===== src/rtl/optq_pkg.sv =====
// Shared types and constants for the optical RX byte queue / UART launch scheduler.
package optq_pkg;

  typedef enum logic [1:0] {
    IDLE      = 2'd0,
    LAUNCH    = 2'd1,
    WAIT_DONE = 2'd2,
    GAP       = 2'd3
  } optq_state_e;

  localparam int unsigned GAP_CNT_W  = 16;
  localparam int unsigned DROP_CNT_W = 16;
  localparam logic [DROP_CNT_W-1:0] DROP_CNT_MAX = 16'hFFFF;

endpackage


===== src/rtl/optq_fifo_mem.sv =====
// Byte FIFO storage with registered level/full/empty; caller must not push when full.
module optq_fifo_mem #(
  parameter int unsigned DEPTH = 16,
  localparam int unsigned AW = $clog2(DEPTH),
  localparam int unsigned LW = AW + 1
) (
  input  logic          clk,
  input  logic          rst,
  input  logic          push,
  input  logic [7:0]    push_data,
  input  logic          pop,
  output logic [7:0]    head_c,
  output logic [LW-1:0] level,
  output logic          full,
  output logic          empty
);

  logic [7:0]    mem [DEPTH];
  logic [AW-1:0] wr_ptr;
  logic [AW-1:0] rd_ptr;
  logic [LW-1:0] level_next;

  assign head_c = mem[rd_ptr];

  // Storage is intentionally not reset.
  always_ff @(posedge clk) begin
    if (push) mem[wr_ptr] <= push_data;
  end

  always_comb begin
    level_next = level;
    case ({push, pop})
      2'b10:   level_next = level + LW'(1);
      2'b01:   level_next = level - LW'(1);
      default: level_next = level;
    endcase
  end

  always_ff @(posedge clk or negedge rst) begin
    if (!rst) begin
      wr_ptr <= '0;
      rd_ptr <= '0;
      level  <= '0;
      full   <= 1'b0;
      empty  <= 1'b1;
    end else begin
      if (push) wr_ptr <= wr_ptr + AW'(1);
      if (pop)  rd_ptr <= rd_ptr + AW'(1);
      level <= level_next;
      full  <= (level_next == LW'(DEPTH));
      empty <= (level_next == '0);
    end
  end

endmodule


===== src/rtl/optical_rx_uart_queue.sv =====
// Buffers optical RX bytes and launches them one at a time into a UART transmitter.
// Optional drop counter port enabled by defining OPTQ_DROP_CNT_EN.
module optical_rx_uart_queue
  import optq_pkg::*;
#(
  parameter int unsigned DEPTH      = 16,
  parameter int unsigned GAP_CYCLES = 0,
  localparam int unsigned LW = $clog2(DEPTH) + 1
) (
  input  logic          clk,
  input  logic          rst,
  input  logic [7:0]    rx_byte,
  input  logic          rx_valid,
  output logic [7:0]    tx_data,
  output logic          tx_wr,
  input  logic          tx_done,
  output logic [LW-1:0] level,
  output logic          full,
  output logic          empty,
  output logic          overflow
`ifdef OPTQ_DROP_CNT_EN
  ,
  output logic [DROP_CNT_W-1:0] drop_cnt
`endif
);

  optq_state_e          state;
  optq_state_e          state_next;
  logic [GAP_CNT_W-1:0] gap_cnt;
  logic [GAP_CNT_W-1:0] gap_cnt_next;
  logic                 pop_c;
  logic                 push_c;
  logic                 drop_c;
  logic [7:0]           head_c;

  // full is the pre-pop registered flag, so a same-cycle pop never rescues a push.
  assign push_c = rx_valid & ~full;
  assign drop_c = rx_valid & full;

  optq_fifo_mem #(.DEPTH(DEPTH)) u_fifo (
    .clk       (clk),
    .rst       (rst),
    .push      (push_c),
    .push_data (rx_byte),
    .pop       (pop_c),
    .head_c    (head_c),
    .level     (level),
    .full      (full),
    .empty     (empty)
  );

  always_comb begin
    state_next   = state;
    gap_cnt_next = gap_cnt;
    pop_c        = 1'b0;
    case (state)
      IDLE: begin
        if (!empty) begin
          pop_c      = 1'b1;
          state_next = LAUNCH;
        end
      end
      LAUNCH: state_next = WAIT_DONE;
      WAIT_DONE: begin
        if (tx_done) begin
          gap_cnt_next = '0;
          state_next   = (GAP_CYCLES > 0) ? GAP : IDLE;
        end
      end
      GAP: begin
        if (gap_cnt == GAP_CNT_W'(GAP_CYCLES - 1)) state_next = IDLE;
        else gap_cnt_next = gap_cnt + GAP_CNT_W'(1);
      end
      default: state_next = IDLE;
    endcase
  end

  always_ff @(posedge clk or negedge rst) begin
    if (!rst) begin
      state    <= IDLE;
      gap_cnt  <= '0;
      tx_wr    <= 1'b0;
      tx_data  <= '0;
      overflow <= 1'b0;
    end else begin
      state   <= state_next;
      gap_cnt <= gap_cnt_next;
      tx_wr   <= (state_next == LAUNCH);
      if (pop_c)  tx_data  <= head_c;
      if (drop_c) overflow <= 1'b1;
    end
  end

`ifdef OPTQ_DROP_CNT_EN
  always_ff @(posedge clk or negedge rst) begin
    if (!rst) drop_cnt <= '0;
    else if (drop_c && drop_cnt != DROP_CNT_MAX) drop_cnt <= drop_cnt + DROP_CNT_W'(1);
  end
`endif

endmodule

===== config.mk =====
export PLATFORM = sky130hd
export DESIGN_NAME = optical_rx_uart_queue
export DESIGN_NICKNAME = d
export VERILOG_FILES = /design/src/rtl/optq_pkg.sv /design/src/rtl/optq_fifo_mem.sv /design/src/rtl/optical_rx_uart_queue.sv
export SDC_FILE = /design/constraint.sdc
export NUM_CORES = 1
export LEC_CHECK = 0
export ABC_CLOCK_PERIOD_IN_PS = 2300
export CAP_MARGIN = 20
export CELL_PAD_IN_SITES_DETAIL_PLACEMENT = 2
export CELL_PAD_IN_SITES_GLOBAL_PLACEMENT = 2
export CORE_AREA = 8 8 141 143
export DETAILED_ROUTE_END_ITERATION = 16
export DIE_AREA = 0 0 149 151
export PLACE_DENSITY = 0.84
export SYNTH_ARGS = -nofsm -noshare
export SYNTH_HDL_FRONTEND = slang
export SYNTH_SLANG_ARGS = --single-unit
export TNS_END_PERCENT = 20

===== constraint.sdc =====
create_clock -name clk -period 2.3 [get_ports clk]
set_clock_uncertainty 0.15 [all_clocks]
set_input_delay 0.46 -clock clk [delete_from_list [all_inputs] [get_ports clk]]
set_output_delay 0.46 -clock clk [all_outputs]
set_load 0.05 [all_outputs]

* Word-level counts from Yosys, hierarchy flattened
Memories as Yosys holds them, arrays and structs flattened. A register that Yosys moved wholly into a read port is not among the register bits.
Index checks and enable logic that the tools add are counted.
** Word-level totals
- Register bits :: 35
- Bits in latches :: 0
- RAM bits :: 128
- ROM bits :: 0
- Bits of input ports :: 12
- Output and inout port bits :: 17
- Logic and storage cells :: 45
- Memories kept :: 1
** Operators by class
- Add/subtract/negate cells :: 5
- Multiply operators :: 0
- Divide/modulo/power cells :: 0
- Order comparisons :: 0
- Eq/ne operators :: 10
- Shifts and indexed selects :: 0
- Multiplexer cells :: 12
- Bitwise logic cells :: 3
- Reductions and logical operators :: 5
** Memories
- u_fifo.mem :: depth 16, bits a word 8, read ports 1, clocked after Yosys merged registers in 1, write ports 1, line optq_fifo_mem.sv:18 : logic [7:0] mem [DEPTH];
** Operators with widths (count)
- $mux 16 :: 2
- $pmux 16 s2 :: 1
- $add 16x1->16 const B :: 1
- $eq 16x16->1 const B :: 1
- $pmux 5 s2 :: 1
- $add 4x1->4 const B :: 2
- $pmux 2 s4 :: 1
- $eq 2x1->1 const B :: 3
- $eq 2x2->1 const B :: 3
- $mux 2 :: 3
- $add 5x1->5 const B :: 1
- $eq 5x5->1 const B :: 1
- $logic_not 5->1 :: 1
- $sub 5x1->5 const B :: 1
- $mux 1 :: 4
- $ne 2x2->1 const B :: 2
- $reduce_and 3->1 :: 1
- $and 1x1->1 :: 2
- $logic_not 2->1 :: 1
- $reduce_bool 2->1 :: 1
- $logic_not 1->1 :: 1
- $not 1->1 :: 1

* Depth between registers and ports, before layout
Gate-level depths: netlist of run 1.
- Depth after elaboration :: 5
- Gate-level depth with buffers :: 12
- Depth with buffers taken out :: 10

* Modules after synthesis
Synthesis of run 1 repeated with hierarchy kept, for this count alone.
** Second synthesis, totals
- Cells, all modules :: 405
- Area total of the unflattened synthesis :: 7303.3 um2
** Modules (own cells, without submodules)
- optq_fifo_mem :: instances 1, cells each 279, area an instance 5924.4 um2, seq. area each 4220.3 um2
- optical_rx_uart_queue :: instances 1, cells each 126, area an instance 1378.8 um2, seq. area each 700.7 um2

* Worst setup path before layout of run 1
OpenSTA, ideal clock, no wires.
- Kind :: reg-to-reg
- Start point :: register u_fifo.empty
- End point :: register u_fifo.full
- Setup time :: 89 ps
- Arrival time :: 2340 ps
- Required time :: 2061 ps
- Path slack :: -279 ps
- Cell stages (with the launch flop) :: 12
- Path buffers :: 1
- Clock period less this slack :: 2579 ps
- Path through :: dfstp_2 > or3_1 > buf_6 > clkinv_8 > nand2_4 > xnor2_1 > ha_1 > nor3b_1 > a31o_1 > a22oi_1 > xnor2_1 > nor3b_1
** On the way
- Longest elaborated chain between the ends :: 5
- Elaborated cells on any way between the ends :: 6
- Those cells by class :: 3 x eq/ne; 3 x mux
** Ends and longest elaborated chain
- start: declaration :: line optq_fifo_mem.sv:15 : output logic empty
- start signal: assignment :: line optq_fifo_mem.sv:51 : empty <= (level_next == '0);
- $mux 1 * :: line optical_rx_uart_queue.sv:58 : if (!empty) begin
- $mux 1 * :: line optical_rx_uart_queue.sv:56 : case (state)
- $eq 2x1->1 or $eq 2x2->1 (tied branches) :: line optq_fifo_mem.sv:32 : case ({push, pop})
- $pmux 5 s2 * :: line optq_fifo_mem.sv:32
- net u_fifo.level_next[4] :: line optq_fifo_mem.sv:21 : logic [LW-1:0] level_next;
- $eq 5x5->1 * :: line optq_fifo_mem.sv:50 : full <= (level_next == LW'(DEPTH));
- end signal: assignment :: line optq_fifo_mem.sv:50
- end: declaration :: line optq_fifo_mem.sv:14 : output logic full,
Mark *: on every way through the listed nets, which the timed path passes. The rest lies on a longest branch.
A chain may end at the register's enable or synchronous reset.

* Worst setup path after layout of run 1
- Start point :: register state[1]
- End point :: register u_fifo.full
** On the way
- Longest elaborated chain between the ends :: 5
- Elaborated cells on any way between the ends :: 6
- Those cells by class :: 3 x eq/ne; 2 x mux; 1 x reduce/logical
** Ends and longest elaborated chain
- start: declaration :: line optical_rx_uart_queue.sv:27 : optq_state_e state;
- start signal: assignment :: line optical_rx_uart_queue.sv:86 : state <= state_next;
- $logic_not 2->1 * :: line optical_rx_uart_queue.sv:56
- $mux 1 * :: line optical_rx_uart_queue.sv:56
- $eq 2x1->1 or $eq 2x2->1 (tied branches) :: line optq_fifo_mem.sv:32
- $pmux 5 s2 * :: line optq_fifo_mem.sv:32
- net u_fifo.level_next[4] :: line optq_fifo_mem.sv:21
- $eq 5x5->1 * :: line optq_fifo_mem.sv:50
Marks and branches as above.

==> results of run 1 <==
[metrics by stage]
step | hold WS, ns | std cells | setup slack (ns) | setup TNS, ns
5_1_grt | 0.364 | 731 | -0.196 | -0.575
6_report | 0.343 | 731 | -0.118 | -0.238
3_3_place_gp | 0.299 | 696 | -0.393 | -13.68
4_1_cts | 0.349 | 731 | -0.136 | -0.288
2_1_floorplan | 0.0144 | 420 | -0.169 | -0.304
3_5_place_dp | 0.306 | 696 | -0.603 | -25.21
[worst min-delay path by stage]
stage	startpoint	end
2_1_floorplan	rst	gap_cnt[0]
3_3_place_gp	rst	u_fifo.level[1]
3_5_place_dp	rst	u_fifo.level[0]
4_1_cts	overflow	overflow
5_1_grt	overflow	overflow
6_report	overflow	overflow
[registers in the layout, summed over array words and instances (netlist names)]
register,count
u_fifo.mem,128
gap_cnt,16
tx_data,8
u_fifo.level,5
u_fifo.rd_ptr,4
u_fifo.wr_ptr,4
state,2
overflow,1
tx_wr,1
u_fifo.empty,1
u_fifo.full,1
[layout by cell type (no fill, tap or decap), types with 12 or more instances in the layout]
cell / netlist / routed
a21oi_1: 13 / 12
and2_1: 16 / 16
buf_12: 0 / 19
buf_4: 0 / 22
clkbuf_16: 0 / 17
clkdlybuf4s50_1: 0 / 16
dfrtp_1: 42 / 41
edfxtp_1: 128 / 128
mux2i_1: 18 / 18
mux4_2: 32 / 32
nand2_1: 18 / 18
nor2_1: 25 / 25
o21ai_0: 12 / 12
xnor2_1: 15 / 12
[critical path, stage by stage, from the launching register on]
cell and delay [ns]:
dfrtp_1 0.40, or3_4 0.42, clkinv_8 0.08, nand2_8 0.05, xnor2_4 0.13, ha_4 0.19, nor3b_2 0.15, a31o_1 0.20
a22oi_2 0.19, xnor2_2 0.15, nor3b_4 0.22
[area by class of cell]
class | count | area [um^2]
Sequential cell | 171 | 4920
Clock inverter | 15 | 219
Multi-Input combinational cell | 223 | 2130
Inverter | 9 | 46.3
Fill cell | 1585 | 8840
Clock buffer | 17 | 425
Tap cell | 229 | 287
Timing Repair Buffer | 67 | 795
[cell families (layout without fill, tap and decap cells)]
family,count (synthesis),count (layout),share of synthesized area
DFF,171,171,0.696
and+or+nand+nor,100,100,0.0738
muxes,51,51,0.129
AOI/OAI and AO/OA,44,44,0.0413
buffers and inverters,26,108,0.0186
xor gates and xnor gates,20,20,0.0267
adders and majority gates,8,8,0.0142
[per-layer routing]
| metal | wire length (um) | up-vias | share of wire | global-route usage |
|---|---|---|---|---|
| met5 | 0 | - | 0 | 0 |
| met4 | 368 | 0 | 0.020 | 0.0671 |
| met3 | 498 | 25 | 0.026 | 0.0362 |
| met2 | 10400 | 74 | 0.55 | 0.331 |
| met1 | 7570 | 2162 | 0.40 | 0.203 |
| li1 | - | 1778 | - | - |
[power by group]
part	internal, mW	switching, mW
logic	1.90	2.47
registers	3.84	0.399
clock network	1.53	1.51
total	7.26	4.37
[repair_timing]
action                                  4_1_cts  5_1_grt
endpoints found under the setup margin       11        5
endpoints found under the hold margin        16        0
gates resized for setup                      17        5
setup buffers                                 2        0
hold buffers                                  1        0
pin swaps                                     4        2
==> results by group, run 1 <==
STA
  – Final setup margin: -0.118 ns
  – Fmax: 0.414 GHz
  – Tmin final: 2.42 ns
  – Worst Tran Pin Value: between 0.6 and 0.7 ns
  – Final setup viols: 3
  – Rel. slew slack: 0.582
  – Final Cycle Share: 1.05
  – RSZ-0062 raised after global routing: true
  – Hold Vio Cnt, Final: 0
  – Final Slew Violations: 0

Setup path
  – Crit path from: state[1]
  – Crit start category: register
  – Flop2flop setup slack: -0.12 ns
  – Worst r2r path cells: 10
  – FF-to-FF Start: state[1]
  – Critical path required time: around 2.5 ns
  – CP max FO: 4
  – Arrival time at the worst endpoint: approximately 2.6 ns
  – CP Capture Type: register
  – Reg2reg end: u_fifo.full
  – Worst setup path end: u_fifo.full
  – Kind of critical path: reg2reg

Placed design
  – Dpl cell area: 8070 um^2
  – GP Congestion: 0.760
  – Port bufs: 28
  – DP HPWL: 12400 um

Floorplan
  – Die ar.: ~22000 um^2
  – Rows: 49
  – Die Span Y: roughly 150 um
  – Core box area: 17700 um^2
  – Die X-Extent: 149 um
  – Initial core utilization: 0.400
  – I/O Pins: 29

Finish
  – Synth-to-layout area growth: 24.8%
  – Final instance area: 8820 um^2
  – Nets: 509
  – Layout cells sized above 1: 0.257
  – Util after Layout: 0.500
  – Final antenna diode count: 0

Clocking
  – Clk slew on worst S/H paths: 0.07 ns
  – Worst-Skew Late Latency: about 0.45 ns
  – CTS Buf Count: 17
  – H-tree depth: 4
  – CTS tree: yes
  – Root buffer cell: clkbuf_16
  – Longest Clk Path Bufs: 2
  – Clock sinks: approximately 170

Flow run
  – Max cap viols: 0

Synthesis
  – Part of the Yosys area used for sequential elements: 0.696
  – Post-synth top cells: 128 x edfxtp_1, 42 x dfrtp_1, 32 x mux4_2
  – Post-synth ARST share: 0.251
  – Top-area cell type share of the netlist area: 0.544
  – Syn avg cell area: ~17 um^2
  – Top cells by area, synth: edfxtp_1 54%, dfrtp_1 15%, mux4_2 10%
  – Gate Count Post-Synth: 420
  – Count leader, synth: edfxtp_1
  – Top FF cell, synth: edfxtp_1
  – Largest area contributor in the netlist: edfxtp_1
  – Synthesized flop and latch total: 171
  – Synthesized area: between 7000 and 8000 um^2
  – Number of flops mapped to enable cells by yosys: ~130
  – Net Count, Synth: 440
  – Warnings from Yosys: 0
  – Synth cell types: 48

Drt
  – Drt initial violations: 208
  – Via density: 5.53
  – Routed vias: 4039
  – DR DRC count: 0
  – DR WL/cell: 25.7 um
  – WL final: 18800 um
  – ANT nets after route: 0
  – DRT Pass-1 Iters: 4

GRT
  – Largest net degree at the start of global routing: 36
  – First-pass GRT wire length: 29300 um
  – Grt total ovfl: 0
  – Initial antenna violation count: 0
  – Tot GR Track Use: 0.180
  – Vias in the first global route: 4660

Worst hold path
  – Worst Hold Depth: 1
  – Hold Crit Class: reg2reg

Power and ir drop
  – Worst VDD drop: between 0.5 and 0.6 mV
  – Power Total: 11.6 mW
  – Leakage Power: around 3.2 nW
  – PD cells: 1320 nW/um^2

Run status
  – Failing checks: negative setup slack
  – Status: finished with violations
Note: power is estimated with default switching activity, not from simulation.
==> inputs of run 2 (changes only) <==
--- a/config.mk
+++ b/config.mk
@@ -12,8 +12,10 @@
 export CORE_AREA = 8 8 141 143
 export DETAILED_ROUTE_END_ITERATION = 16
 export DIE_AREA = 0 0 149 151
-export PLACE_DENSITY = 0.84
+export PLACE_DENSITY = 0.85
+export SLEW_MARGIN = 10
 export SYNTH_ARGS = -nofsm -noshare
 export SYNTH_HDL_FRONTEND = slang
+export SYNTH_HIERARCHICAL = 1
 export SYNTH_SLANG_ARGS = --single-unit
 export TNS_END_PERCENT = 20
==> results by group, run 2 <==
Run status
  – Status: finished with violations
  – Failing checks: negative setup slack

Placed design
  – DP HPWL: 13600 um (+9.4%)
  – Port bufs: 28 (unchanged)
  – GP Congestion: 0.801 (+5.4%)
  – Worst slack, placed: -0.939 ns (-0.336 ns)
  – Dpl cell area: 8260 um^2 (+2.4%)
  – Cells after DPL: 686 (-1.4%)

GRT
  – Largest net degree at the start of global routing: 36 (unchanged)
  – First-pass GRT wire length: 32700 um (+11%)
  – Tot GR Track Use: 0.203 (+0.0228)
  – Vias in the first global route: 4793 (+2.9%)
  – Grt total ovfl: 0 (unchanged)
  – Initial antenna violation count: 1 (+1)

Setup path
  – Buf/Inv on CP: 1 (unchanged)
  – Worst path slowest cell: dfrtp_1
  – Kind of critical path: reg2reg
  – Worst stage delay on the critical path: 0.41 ns (about the same)
  – Cell Chain, Critical Path: nor3_4, ha_4, xor2_1, ha_2, buf_4, a21oi_2, mux2_4, mux2_4, nor4bb_4
  – Crit start category: register
  – Delay-heaviest family, CP: multiplexers
  – Most frequent CP cell: mux2_4
  – Arrival time at the worst endpoint: 2.81 ns (+0.19 ns)
  – CP Capture Type: register
  – CP max FO: 5 (+1)
  – Critical path required time: 2.49 ns (about the same)

Floorplan
  – Die Span Y: 151 um (unchanged)
  – I/O Pins: 29 (unchanged)
  – Initial core utilization: 0.414 (+0.0134)
  – Core box area: 17700 um^2 (unchanged)
  – Die ar.: 22500 um^2 (unchanged)
  – Die X-Extent: 149 um (unchanged)
  – Rows: 49 (unchanged)

Power and ir drop
  – Cell Int Power: 7.69 mW (+5.9%)
  – Sequential share of power: 0.360 (-0.004)
  – Logic gate share of total power: 0.388 (+0.013)
  – Worst VDD drop: 0.730 mV (+22%)
  – Leakage Power: 3.24 nW (+2.6%)
  – Switch Pwr: 4.20 mW (-4.0%)
  – PD cells: 1330 nW/um^2 (+0.91%)
  – Switching portion of total power: 0.353 (-0.0227)
  – Clock share of power: 0.252 (-0.009)
  – Power Total: 11.9 mW (+2.1%)

Finish
  – Layout cells sized above 1: 0.286 (+0.0293)
  – Commonest non-fill, non-tap cell in the layout: edfxtp_1
  – Max FFs per register: 128 (unchanged)
  – Most frequent cells in the layout: 128 x edfxtp_1, 41 x dfrtp_1, 38 x buf_4, 26 x mux4_2
  – Final instance area: 8930 um^2 (+1.2%)
  – Synth-to-layout area growth: 22.3%
  – Largest regs: u_fifo/mem x128, gap_cnt x16, tx_data x8
  – Top reg by flops: u_fifo/mem
  – Final antenna diode count: 0 (unchanged)
  – Non-Filler Instances: 725 (-0.82%)
  – Nets: 504 (-0.98%)

Synthesis
  – Number of flops mapped to enable cells by yosys: 128 (unchanged)
  – Post-synth top cells: 128 x edfxtp_1, 42 x dfrtp_1, 28 x mux4_1
  – Syn avg cell area: 18.0 um^2 (+7.2%)
  – Net Count, Synth: 426 (-3.2%)
  – Synthesized area: 7300 um^2 (+3.3%)
  – Top FF cell, synth: edfxtp_1
  – Synth cell types: 55 (+15%)
  – Part of the Yosys area used for sequential elements: 0.674 (-0.0225)
  – Largest area contributor in the netlist: edfxtp_1
  – Top cells by area, synth: edfxtp_1 53%, dfrtp_1 14%, mux4_1 10%
  – Gate Count Post-Synth: 405 (-3.6%)
  – Warnings from Yosys: 6 (+6)
  – Post-synth ARST share: 0.251 (unchanged)
  – Top-area cell type share of the netlist area: 0.526 (-0.0176)
  – Synthesized flop and latch total: 171 (unchanged)
  – Count leader, synth: edfxtp_1

Clocking
  – Worst-Skew Late Latency: 0.43 ns (-0.02 ns)
  – CTS tree: yes
  – CTS Buf Count: 17 (unchanged)
  – Longest Clk Path Bufs: 2 (unchanged)
  – H-tree depth: 4 (unchanged)
  – Root buffer cell: clkbuf_16
  – Clock sinks: 171 (unchanged)
  – Clk slew on worst S/H paths: 0.06 ns (about the same)

Drt
  – Routed vias: 4240 (+5.0%)
  – DR DRC count: 0 (unchanged)
  – Via density: 5.85 (+5.8%)
  – ANT nets after route: 0 (unchanged)
  – WL final: 21600 um (+15%)
  – Drt initial violations: 360 (+73%)
  – DRT Pass-1 Iters: 5 (+1)
  – DR WL/cell: 29.8 um (+16%)

STA
  – Tmin final: 2.61 ns (+0.194 ns)
  – Worst Tran Pin Value: 0.837 ns (+0.212 ns)
  – Final setup viols: 9 (+6)
  – Final Cycle Share: 1.14 (+0.0844)
  – Final setup margin: -0.312 ns (-0.194 ns)
  – Hold Vio Cnt, Final: 0 (unchanged)
  – Fmax: 0.383 GHz (-7.4%)
  – Rel. slew slack: 0.440 (-0.142)
  – RSZ-0062 raised after global routing: true
  – Final Slew Violations: 0 (unchanged)

Worst hold path
  – Hold Crit Class: in2reg

Flow run
  – Max cap viols: 0 (unchanged)
run 2: cell count changes after synthesis, moves of 5 or more:
cell	delta
mux4_1	+28
mux4_2	-20
nor2_1	-20
mux2i_1	-14
mux2_2	+12
and2_1	-10
xnor2_1	-9
and3_1	+7
buf_4	+5
o21ai_0	-5
run 2: cells by family (layout without fill, tap and decap cells):
family | count (synthesis) | in the layout | synth area share
xor+xnor | 9 | 9 | 0.0108
compound gates | 43 | 43 | 0.0406
simple gates | 90 | 90 | 0.0742
buf+inv | 26 | 117 | 0.0219
mux | 57 | 57 | 0.163
fa+ha+maj | 9 | 9 | 0.0154
flops | 171 | 171 | 0.674
run 2: area by class of cell:
class | instances | area, um^2
Clock buffer | 19 | 433
Clock inverter | 13 | 169
Fill cell | 1562 | 8730
Inverter | 6 | 25.0
Multi-Input combinational cell | 208 | 2270
Sequential cell | 171 | 4920
Tap cell | 229 | 287
Timing Repair Buffer | 79 | 818
run 2: power groups by stage:
stage          clock [mW]  sequential (mW)  combinational, mW
6_report             2.99             4.28               4.61
5_1_grt              3.14             4.32               4.87
4_1_cts              3.04             4.28               4.57
3_5_place_dp            0             4.30               4.26
3_3_place_gp            0             4.21               3.92
2_1_floorplan           0             4.60               2.33
run 2: worst register-to-register path: cells and delay by family (launching register included):
family / cells / cell delay [ns]
compound gates: 1 / 0.03
xor+xnor: 1 / 0.15
fa+ha+maj: 2 / 0.44
buf+inv: 1 / 0.13
flops: 1 / 0.41
mux: 2 / 0.65
simple gates: 2 / 0.56
run 2: final timing paths:
| check | from | end | slack, ns | cells past startpoint |
|---|---|---|---|---|
| setup / recovery | state[1] | u_fifo/empty | -0.31 | 9 |
| hold / removal | rx_valid | overflow | 0.25 | 2 |
| setup reg to reg | state[1] | u_fifo/empty | -0.31 | 9 |
| hold reg to reg | overflow | overflow | 0.31 | 1 |
| max in group asynchronous | rst | tx_data[0] | 0.89 | 3 |
| min in group asynchronous | rst | gap_cnt[5] | 0.49 | 2 |
run 2: metrics by stage:
| stage | TNS, ns | util | hold WS (ns) |
|---|---|---|---|
| after floorplan | -0.926 | - | 0.0144 |
| after global placement | -19.63 | 0.468 | 0.295 |
| after detailed placement | -34.12 | 0.468 | 0.302 |
| after CTS | -0.788 | 0.504 | 0.243 |
| after global routing | -1.84 | 0.506 | 0.267 |
| final | -0.933 | 0.506 | 0.247 |
run 2: routing by layer:
| metal | vias up | share of wire | track usage |
|---|---|---|---|
| li1 | 1801 | - | - |
| met1 | 2290 | 0.42 | 0.256 |
| met2 | 124 | 0.52 | 0.345 |
| met3 | 25 | 0.038 | 0.0406 |
| met4 | 0 | 0.019 | 0.0671 |
| met5 | - | 0 | 0 |
run 2: what timing repair did:
action	4_1_cts	5_1_grt
gates resized for setup	27	9
hold buffers	1	0
endpoints found under the hold margin	28	0
setup buffers	3	3
pin swaps	2	5
endpoints found under the setup margin	17	16
